`src/rtl/hazard_stall_controller.sv`:
```
// Load-use / memory-wait / branch-flush sequencing for the five-stage sail-core pipeline.
// Optional build macro STALL_COUNTER_EN enables the saturating stall_cycles counter.
module hazard_stall_controller #(
  parameter int LOAD_LAT    = 1,
  parameter int MEM_TIMEOUT = 15,
  parameter int CNT_W       = 32
) (
  input  logic             clk,
  input  logic             rst_n,
  input  logic [4:0]       id_rs1,
  input  logic [4:0]       id_rs2,
  input  logic             id_use_rs1,
  input  logic             id_use_rs2,
  input  logic [4:0]       ex_rd,
  input  logic             ex_memread,
  input  logic             ex_branch_taken,
  input  logic             mem_req,
  input  logic             mem_ready,
  output logic             pc_hold,
  output logic             ifid_hold,
  output logic             ifid_flush,
  output logic             idex_bubble,
  output logic             exmem_hold,
  output logic             memwb_bubble,
  output logic [1:0]       state,
  output logic             mem_err,
  output logic [CNT_W-1:0] stall_cycles
);
  typedef enum logic [1:0] {RUN = 2'd0, LOAD_STALL = 2'd1, MEM_WAIT = 2'd2} state_t;

  localparam logic [7:0] TMO = 8'(MEM_TIMEOUT);

  state_t     state_q, state_nxt;
  logic [2:0] bub_cnt, bub_nxt;
  logic [7:0] wait_cnt, wait_nxt;
  logic       load_use, mem_busy, eval_run;
  logic       ph, ih, iflush, ib, eh, mb;

  assign load_use = ex_memread && (ex_rd != 5'd0) &&
                    ((id_use_rs1 && id_rs1 == ex_rd) || (id_use_rs2 && id_rs2 == ex_rd));
  assign mem_busy = mem_req && !mem_ready;

  always_comb begin
    ph = 1'b0; ih = 1'b0; iflush = 1'b0; ib = 1'b0; eh = 1'b0; mb = 1'b0;
    state_nxt = state_q;
    bub_nxt   = bub_cnt;
    wait_nxt  = wait_cnt;
    eval_run  = 1'b0;
    case (state_q)
      RUN: eval_run = 1'b1;
      LOAD_STALL: begin
        // EX holds a bubble here, so a taken-branch indication is meaningless
        if (mem_busy) begin
          ph = 1'b1; ih = 1'b1; eh = 1'b1; mb = 1'b1;
          state_nxt = MEM_WAIT;
          wait_nxt  = 8'd0;
          bub_nxt   = 3'd0;
        end else begin
          ph = 1'b1; ih = 1'b1; ib = 1'b1;
          bub_nxt = bub_cnt - 3'd1;
          if (bub_cnt <= 3'd1) begin
            state_nxt = RUN;
            bub_nxt   = 3'd0;
          end
        end
      end
      MEM_WAIT: begin
        if (mem_busy) begin
          ph = 1'b1; ih = 1'b1; eh = 1'b1; mb = 1'b1;
          if (wait_cnt != TMO) wait_nxt = wait_cnt + 8'd1;
        end else begin
          eval_run = 1'b1;
        end
      end
      default: state_nxt = RUN;
    endcase

    // Release cycle of MEM_WAIT behaves exactly like RUN
    if (eval_run) begin
      state_nxt = RUN;
      if (mem_busy) begin
        ph = 1'b1; ih = 1'b1; eh = 1'b1; mb = 1'b1;
        state_nxt = MEM_WAIT;
        wait_nxt  = 8'd0;
      end else if (ex_branch_taken) begin
        iflush = 1'b1; ib = 1'b1;
      end else if (load_use) begin
        ph = 1'b1; ih = 1'b1; ib = 1'b1;
        if (LOAD_LAT > 1) begin
          state_nxt = LOAD_STALL;
          bub_nxt   = 3'(LOAD_LAT - 1);
        end
      end
    end
  end

  always_ff @(posedge clk or negedge rst_n) begin
    if (!rst_n) begin
      state_q  <= RUN;
      bub_cnt  <= 3'd0;
      wait_cnt <= 8'd0;
      mem_err  <= 1'b0;
    end else begin
      state_q  <= state_nxt;
      bub_cnt  <= bub_nxt;
      wait_cnt <= wait_nxt;
      if (state_q == MEM_WAIT && mem_busy && wait_nxt == TMO) mem_err <= 1'b1;
    end
  end

  // Inputs may be live during reset; gate controls so reset truly quiesces the pipe
  assign pc_hold      = rst_n & ph;
  assign ifid_hold    = rst_n & ih;
  assign ifid_flush   = rst_n & iflush;
  assign idex_bubble  = rst_n & ib;
  assign exmem_hold   = rst_n & eh;
  assign memwb_bubble = rst_n & mb;
  assign state        = state_q;

`ifdef STALL_COUNTER_EN
  always_ff @(posedge clk or negedge rst_n) begin
    if (!rst_n)                             stall_cycles <= '0;
    else if (pc_hold && !(&stall_cycles))   stall_cycles <= stall_cycles + 1'b1;
  end
`else
  assign stall_cycles = '0;
`endif

endmodule

```
`config.mk`:
```
export PLATFORM = sky130hd
export DESIGN_NAME = hazard_stall_controller
export DESIGN_NICKNAME = d
export VERILOG_FILES = /design/src/rtl/hazard_stall_controller.sv
export SDC_FILE = /design/constraint.sdc
export NUM_CORES = 1
export LEC_CHECK = 0
export CAP_MARGIN = 10
export CORE_MARGIN = 1.5
export CORE_UTILIZATION = 35
export CTS_BUF_LIST = sky130_fd_sc_hd__clkbuf_4 sky130_fd_sc_hd__clkbuf_8 sky130_fd_sc_hd__clkbuf_16
export DETAILED_ROUTE_END_ITERATION = 7
export PLACE_DENSITY_LB_ADDON = 0.25
export SLEW_MARGIN = 0
export SYNTH_ARGS = -nofsm -noshare
export SYNTH_HDL_FRONTEND = slang
export SYNTH_SLANG_ARGS = --single-unit
```
`constraint.sdc`:
```
create_clock -name clk -period 2.36 [get_ports clk]
set_input_delay 0.236 -clock clk [delete_from_list [all_inputs] [get_ports clk]]
set_output_delay 0.236 -clock clk [all_outputs]
set_load 0.03 [all_outputs]
```
==> results of run 1 <==
-- registers in the layout, indices dropped and copies added, names as in the netlist --
signal	flops
state	1
wait_cnt	8
mem_err	1
-- through the flow --
step | util (%) | hold WS [ns] | cell area, sq um | std cells | setup WS [ns]
floorplan | - | -0.0596 | 1190 | 156 | 0.407
global placement | 44.1 | 0.463 | 1250 | 181 | 0.242
detailed placement | 44.1 | 0.466 | 1250 | 181 | 0.175
CTS | 44.9 | 0.354 | 1270 | 184 | 0.166
global route | 44.9 | 0.388 | 1270 | 184 | 0.0594
finish | 44.9 | 0.358 | 1270 | 184 | 0.198
-- cell usage in the layout, fill, tap and decap left out, drive strengths merged, types with 2 or more instances in the layout --
| cell type | count |
|---|---|
| conb | 33 |
| and3 | 2 |
| clkbuf | 3 |
| inv | 7 |
| nand4 | 2 |
| nor4 | 3 |
| buf | 5 |
| nand3 | 3 |
| nor2 | 2 |
| xnor2 | 3 |
| o21ai | 3 |
| a21oi | 5 |
| clkdlybuf4s50 | 27 |
| xor2 | 9 |
| nand2 | 13 |
| a21o | 2 |
| mux2i | 2 |
| dfrtp | 10 |
-- cells by family (layout without fill, tap and decap cells) --
| family | Yosys count | in the layout |
|---|---|---|
| buf+inv | 45 | 42 |
| simple gates | 30 | 30 |
| compound gates | 22 | 22 |
| xor+xnor | 12 | 12 |
| flops | 10 | 10 |
| mux | 3 | 3 |
| fa+ha+maj | 1 | 1 |
| other cells | 1 | 33 |
-- path summary, 6_finish.rpt --
path / end / slack, ns / cells after the start / from
max: ifid_hold / 0.20 / 7 / ex_rd[1]
min: wait_cnt[1] / 0.36 / 2 / rst_n
max reg2reg: mem_err / 0.20 / 6 / wait_cnt[0]
min reg2reg: mem_err / 0.47 / 1 / mem_err
max in group asynchronous: wait_cnt[4] / 1.85 / 2 / rst_n
min in group clk: mem_err / 0.47 / 1 / mem_err
-- layout make-up --
| type | instances | share of cell area (%) |
|---|---|---|
| timing repair buffer | 32 | 24.2 |
| sequential | 10 | 19.7 |
| inverter | 7 | 2.27 |
| multi-input combinational | 101 | 49.0 |
| tap | 31 | 3.05 |
| clock buffer | 3 | 1.77 |
-- power by group through the flow --
stage	Clock (uW)	Combinational (uW)	Sequential (uW)
after global routing	133	201	184
after CTS	122	186	183
after floorplan	0	166	185
after detailed placement	0	186	186
after global placement	0	184	186
final	115	186	183
-- per-layer routing --
| metal | GRT usage, % | up-vias | wire [um] |
|---|---|---|---|
| met5 | 0 | - | 0 |
| met2 | 23.0 | 48 | 1040 |
| met4 | 3.99 | 0 | 14 |
| met1 | 16.3 | 401 | 878 |
| li1 | - | 422 | - |
| met3 | 4.84 | 2 | 233 |
-- critical path, cell delays in order --
cell and delay, ns:
clkdlybuf4s50_1 0.48, xor2_1 0.19, nor4_1 0.27, and3_1 0.19
o221ai_1 0.14, o21bai_1 0.22, buf_4 0.19
==> metrics.cfg, run 1 <==
[clock_network]
clock-sinks=10
htree_num_levels=1
clock_path_buffers=2
cts_buffers=3
ctsHoldBuffers=0
clk_pin_slew_worst_paths_ns=0.06
cts_resized=0
cts_tree=done
cts_root_buffer=clkbuf_4
clk_latency_ns=0.26
post_cts.repair.setup_buffers=0

[power_and_ir_drop]
power_switching_uw=186
p_comb_share_pct=38.4
swShare_pct=38.4
p_clk_share_pct=23.8
power_density_mw_per_mm2=382
p_int_uw=299
p_total_uw=485
sequentialPowerShare_pct=37.8
p_leak_uw=0.000622
peakVddDrop_mv=0.214

[sta]
fin_crit_sh_pct=91.6
period_needed_ns=2.16
final.setup_skew_ns=0.00107
finalSetupViolCount=0
fin_setup_tns_ns=0
rsz0062_at_grt=no
slew_violations=0
timing.fmax_ghz=0.463
hold_viol=0

[yosys]
synth_seq_area_share_pct=23.3
avgSynthCellArea_sq_um=8.66
async_flop_share_pct=100
synth_edf_count=0
ys_types=39
yosys.area.top_type_share_pct=25.2
yosys_warnings=0
synthCells=124
synth_top_family_by_area=buffers and inverters
yosysTopAreaCell=buf_4
synth_mux_area_share_pct=3.26
synth-simple-area-share_pct=16.9
synth_adder_area_share_pct=1.17
synth-seq-cells=10
synth-compound-area-share_pct=15.3
synth_area_sq_mm=0.00107
synth.area.top_cells=buf_4 25%, dfrtp_1 23%, xor2_1 7.3%
synth_xor_xnor_area_share_pct=9.79
post-synth-top-count-cell=buf_4
synthTopCellsByCount=36 x buf_4, 13 x nand2_1, 10 x dfrtp_1
synthFlopType=dfrtp_1

[route]
wire_per_inst_um=11.8
drt_iter0_markers=19
drc=0
dr.pass1.iters=4
postRouteAntennaNets=0
drt-total-wl_um=2170
viasPerCell=4.74
num_vias=873

[final_layout]
num_antenna_cells=0
multi_input_area_sq_um=622
fillers=295
num-nets-final=179
seqCellArea_sq_um=250
area_growth_pct=18.3
layout-drive-gt1-share_pct=10.5

[worst_setup_path]
critPathMaxFanout=3
cp_data_arrival_time_ns=1.93
critPathKind=primary input to output pin
worstPathRequired_ns=2.12
cp-end-kind=output pin
startpoint_type=primary input

[die]
die_h_um=58.4
dieArea_sq_mm=0.00341
initial_core_util_pct=37.9
die_w_um=58.4
floorplan.core_area_sq_mm=0.00283
rows=19
pin_count=64

[place]
dp_hpwl_um=1750
gp_congestion=0.798
io_buffers=30

[flow_run]
drv_cap=0

[global_routing]
antenna_found_initial=0
gr-total-overflow=0
grt_pass1_wl_um=3590
grt_max_degree=12
grt_pass1_vias=812
track_usage_pct=13.6

[outcome]
status=finished clean

[hold_path]
hp-class=primary input to async pin

(Power assumes the default switching activity.)
==> run 2, diff against run 1 <==
GPL_TIMING_DRIVEN = 0   (was default)
==> run 2 against run 1 <==
  * Count of clock-buffer cells in the layout stayed put
  * Cell count is 21% higher
  * Wire length is 5.3% higher
  * Die area unchanged
  * Critical path type unchanged
  * Largest cell class unchanged
  * Largest power group unchanged
  * Highest routed layer unchanged
==> metrics.cfg, run 2 (synthesis gave the netlist of run 1 again) <==
[power_and_ir_drop]
sequentialPowerShare_pct=34.4
p_int_uw=339
p_total_uw=530
p_leak_uw=0.000837
power_density_mw_per_mm2=337
p_clk_share_pct=21.1
peakVddDrop_mv=0.282
swShare_pct=36.1
p_comb_share_pct=44.5
power_switching_uw=191

[final_layout]
num-nets-final=217
fillers=252
finish.instance_area_sq_mm=0.00157
multi_input_area_sq_um=628
largest-register=wait_cnt
layout-drive-gt1-share_pct=27.7
num_antenna_cells=0
mostFrequentLayoutCells=37 x buf_4, 33 x conb_1, 26 x clkdlybuf4s50_1
final_common_cell=buf_4
seqCellArea_sq_um=250
area_growth_pct=46.4
largest_register_ffs=8

[die]
dieArea_sq_mm=0.00341
pin_count=64
initial_core_util_pct=37.9
floorplan.core_area_sq_mm=0.00283
die_w_um=58.4
rows=19
die_h_um=58.4

[worst_setup_path]
critPathMaxFanout=3
startpoint_type=primary input
cp-end-kind=output pin
cp_data_arrival_time_ns=1.97
worstPathRequired_ns=2.12
critPathKind=primary input to output pin

[sta]
timing.fmax_ghz=0.454
fin_setup_tns_ns=0
rsz0062_at_grt=no
whs_ns=0.505
period_needed_ns=2.20
fin_ws_ns=0.156
finalSetupViolCount=0
final.setup_skew_ns=0.0111
fin_crit_sh_pct=93.4
slew_violations=0
hold_viol=0

[route]
viasPerCell=4.37
route.met2.wl_um=1060
wire_per_inst_um=10.3
postRouteAntennaNets=0
drc=0
dr_wl_met3_um=308
num_vias=971
topRoutingLayerUsed=met4
dr.pass1.iters=4
drt-total-wl_um=2280
drt_iter0_markers=31
drt-met1-wl_um=882

[place]
pre_cts_ws_ns=-0.404
io_buffers=30
postPlaceCellArea_sq_mm=0.00153
gp_congestion=0.876
dp_hpwl_um=1800

[global_routing]
grt_max_degree=14
antenna_found_initial=0
grt_pass1_wl_um=3390
gr-total-overflow=0
track_usage_pct=12.6
grt_pass1_vias=801

[clock_network]
clk_latency_ns=0.27
cts_tree=done
htree_num_levels=1
clock_path_buffers=2
cts_root_buffer=clkbuf_4
clock-sinks=10
post_cts.repair.setup_buffers=0
cts_buffers=3
clk_pin_slew_worst_paths_ns=0.05

[flow_run]
drv_cap=0

[hold_path]
hp-class=flip-flop to flip-flop

[outcome]
status=finished clean

-- run 2: cell count changes in the layout (fill, tap and decap cells not counted) --
cell             delta
buf_4              +32
buf_6               +2
dlygate4sd3_1       +2
buf_2               +1
clkbuf_2            +1
clkdlybuf4s50_1     -1
dlymetal6s2s_1      +1
nor4_1              -1
nor4_2              +1
-- run 2: path summary, 6_finish.rpt --
| check | startpoint | slack [ns] | end | depth (start not counted) |
|---|---|---|---|---|
| worst max-delay path | ex_rd[1] | 0.16 | pc_hold | 8 |
| worst min-delay path | mem_err | 0.50 | mem_err | 1 |
| worst max register to register | wait_cnt[1] | 0.18 | mem_err | 6 |
| worst min register to register | mem_err | 0.50 | mem_err | 1 |
| max in group asynchronous | rst_n | 1.65 | wait_cnt[7] | 2 |
| min in group asynchronous | rst_n | 0.52 | state[1] | 2 |
-- run 2: cell type report --
class	count	share of cell area [%]
Clock buffer	3	1.43
Buffer	38	18.6
Timing Repair Buffer	32	19.7
Tap cell	31	2.47
Multi-Input combinational cell	101	40.0
Sequential cell	10	15.9
Inverter	7	1.83
-- run 2: power by group through the flow --
stage	Sequential, uW	Clock (uW)	Combinational (uW)
after floorplan	185	0	166
after global placement	185	0	228
after detailed placement	185	0	231
after CTS	182	115	231
after global routing	184	121	253
final	182	112	236
-- run 2: layer usage --
layer | track usage, % | vias up
li1 | - | 492
met1 | 14.9 | 421
met2 | 21.7 | 54
met3 | 5.71 | 4
met4 | 1.33 | 0
met5 | 0 | -
-- run 2: worst max-delay path, cell delays in order --
cell and delay, ns:
clkdlybuf4s50_1 0.47, xor2_1 0.19, nor4_1 0.27, and3_1 0.19, o221ai_1 0.14, o21bai_1 0.20
buf_4 0.13, buf_4 0.14
-- run 2: through the flow --
| stage | util [%] | std cells |
|---|---|---|
| 2_1_floorplan | - | 156 |
| 3_3_place_gp | 54.2 | 217 |
| 3_5_place_dp | 54.2 | 217 |
| 4_1_cts | 54.9 | 220 |
| 5_1_grt | 55.6 | 222 |
| 6_report | 55.6 | 222 |
-- run 2: repair_timing --
action                                  4_1_cts  5_1_grt
pin swaps                                     0        0
hold buffers                                  0        2
hold endpoints to repair                      0        5
resized for setup                             6        6
endpoints found under the setup margin        3        6
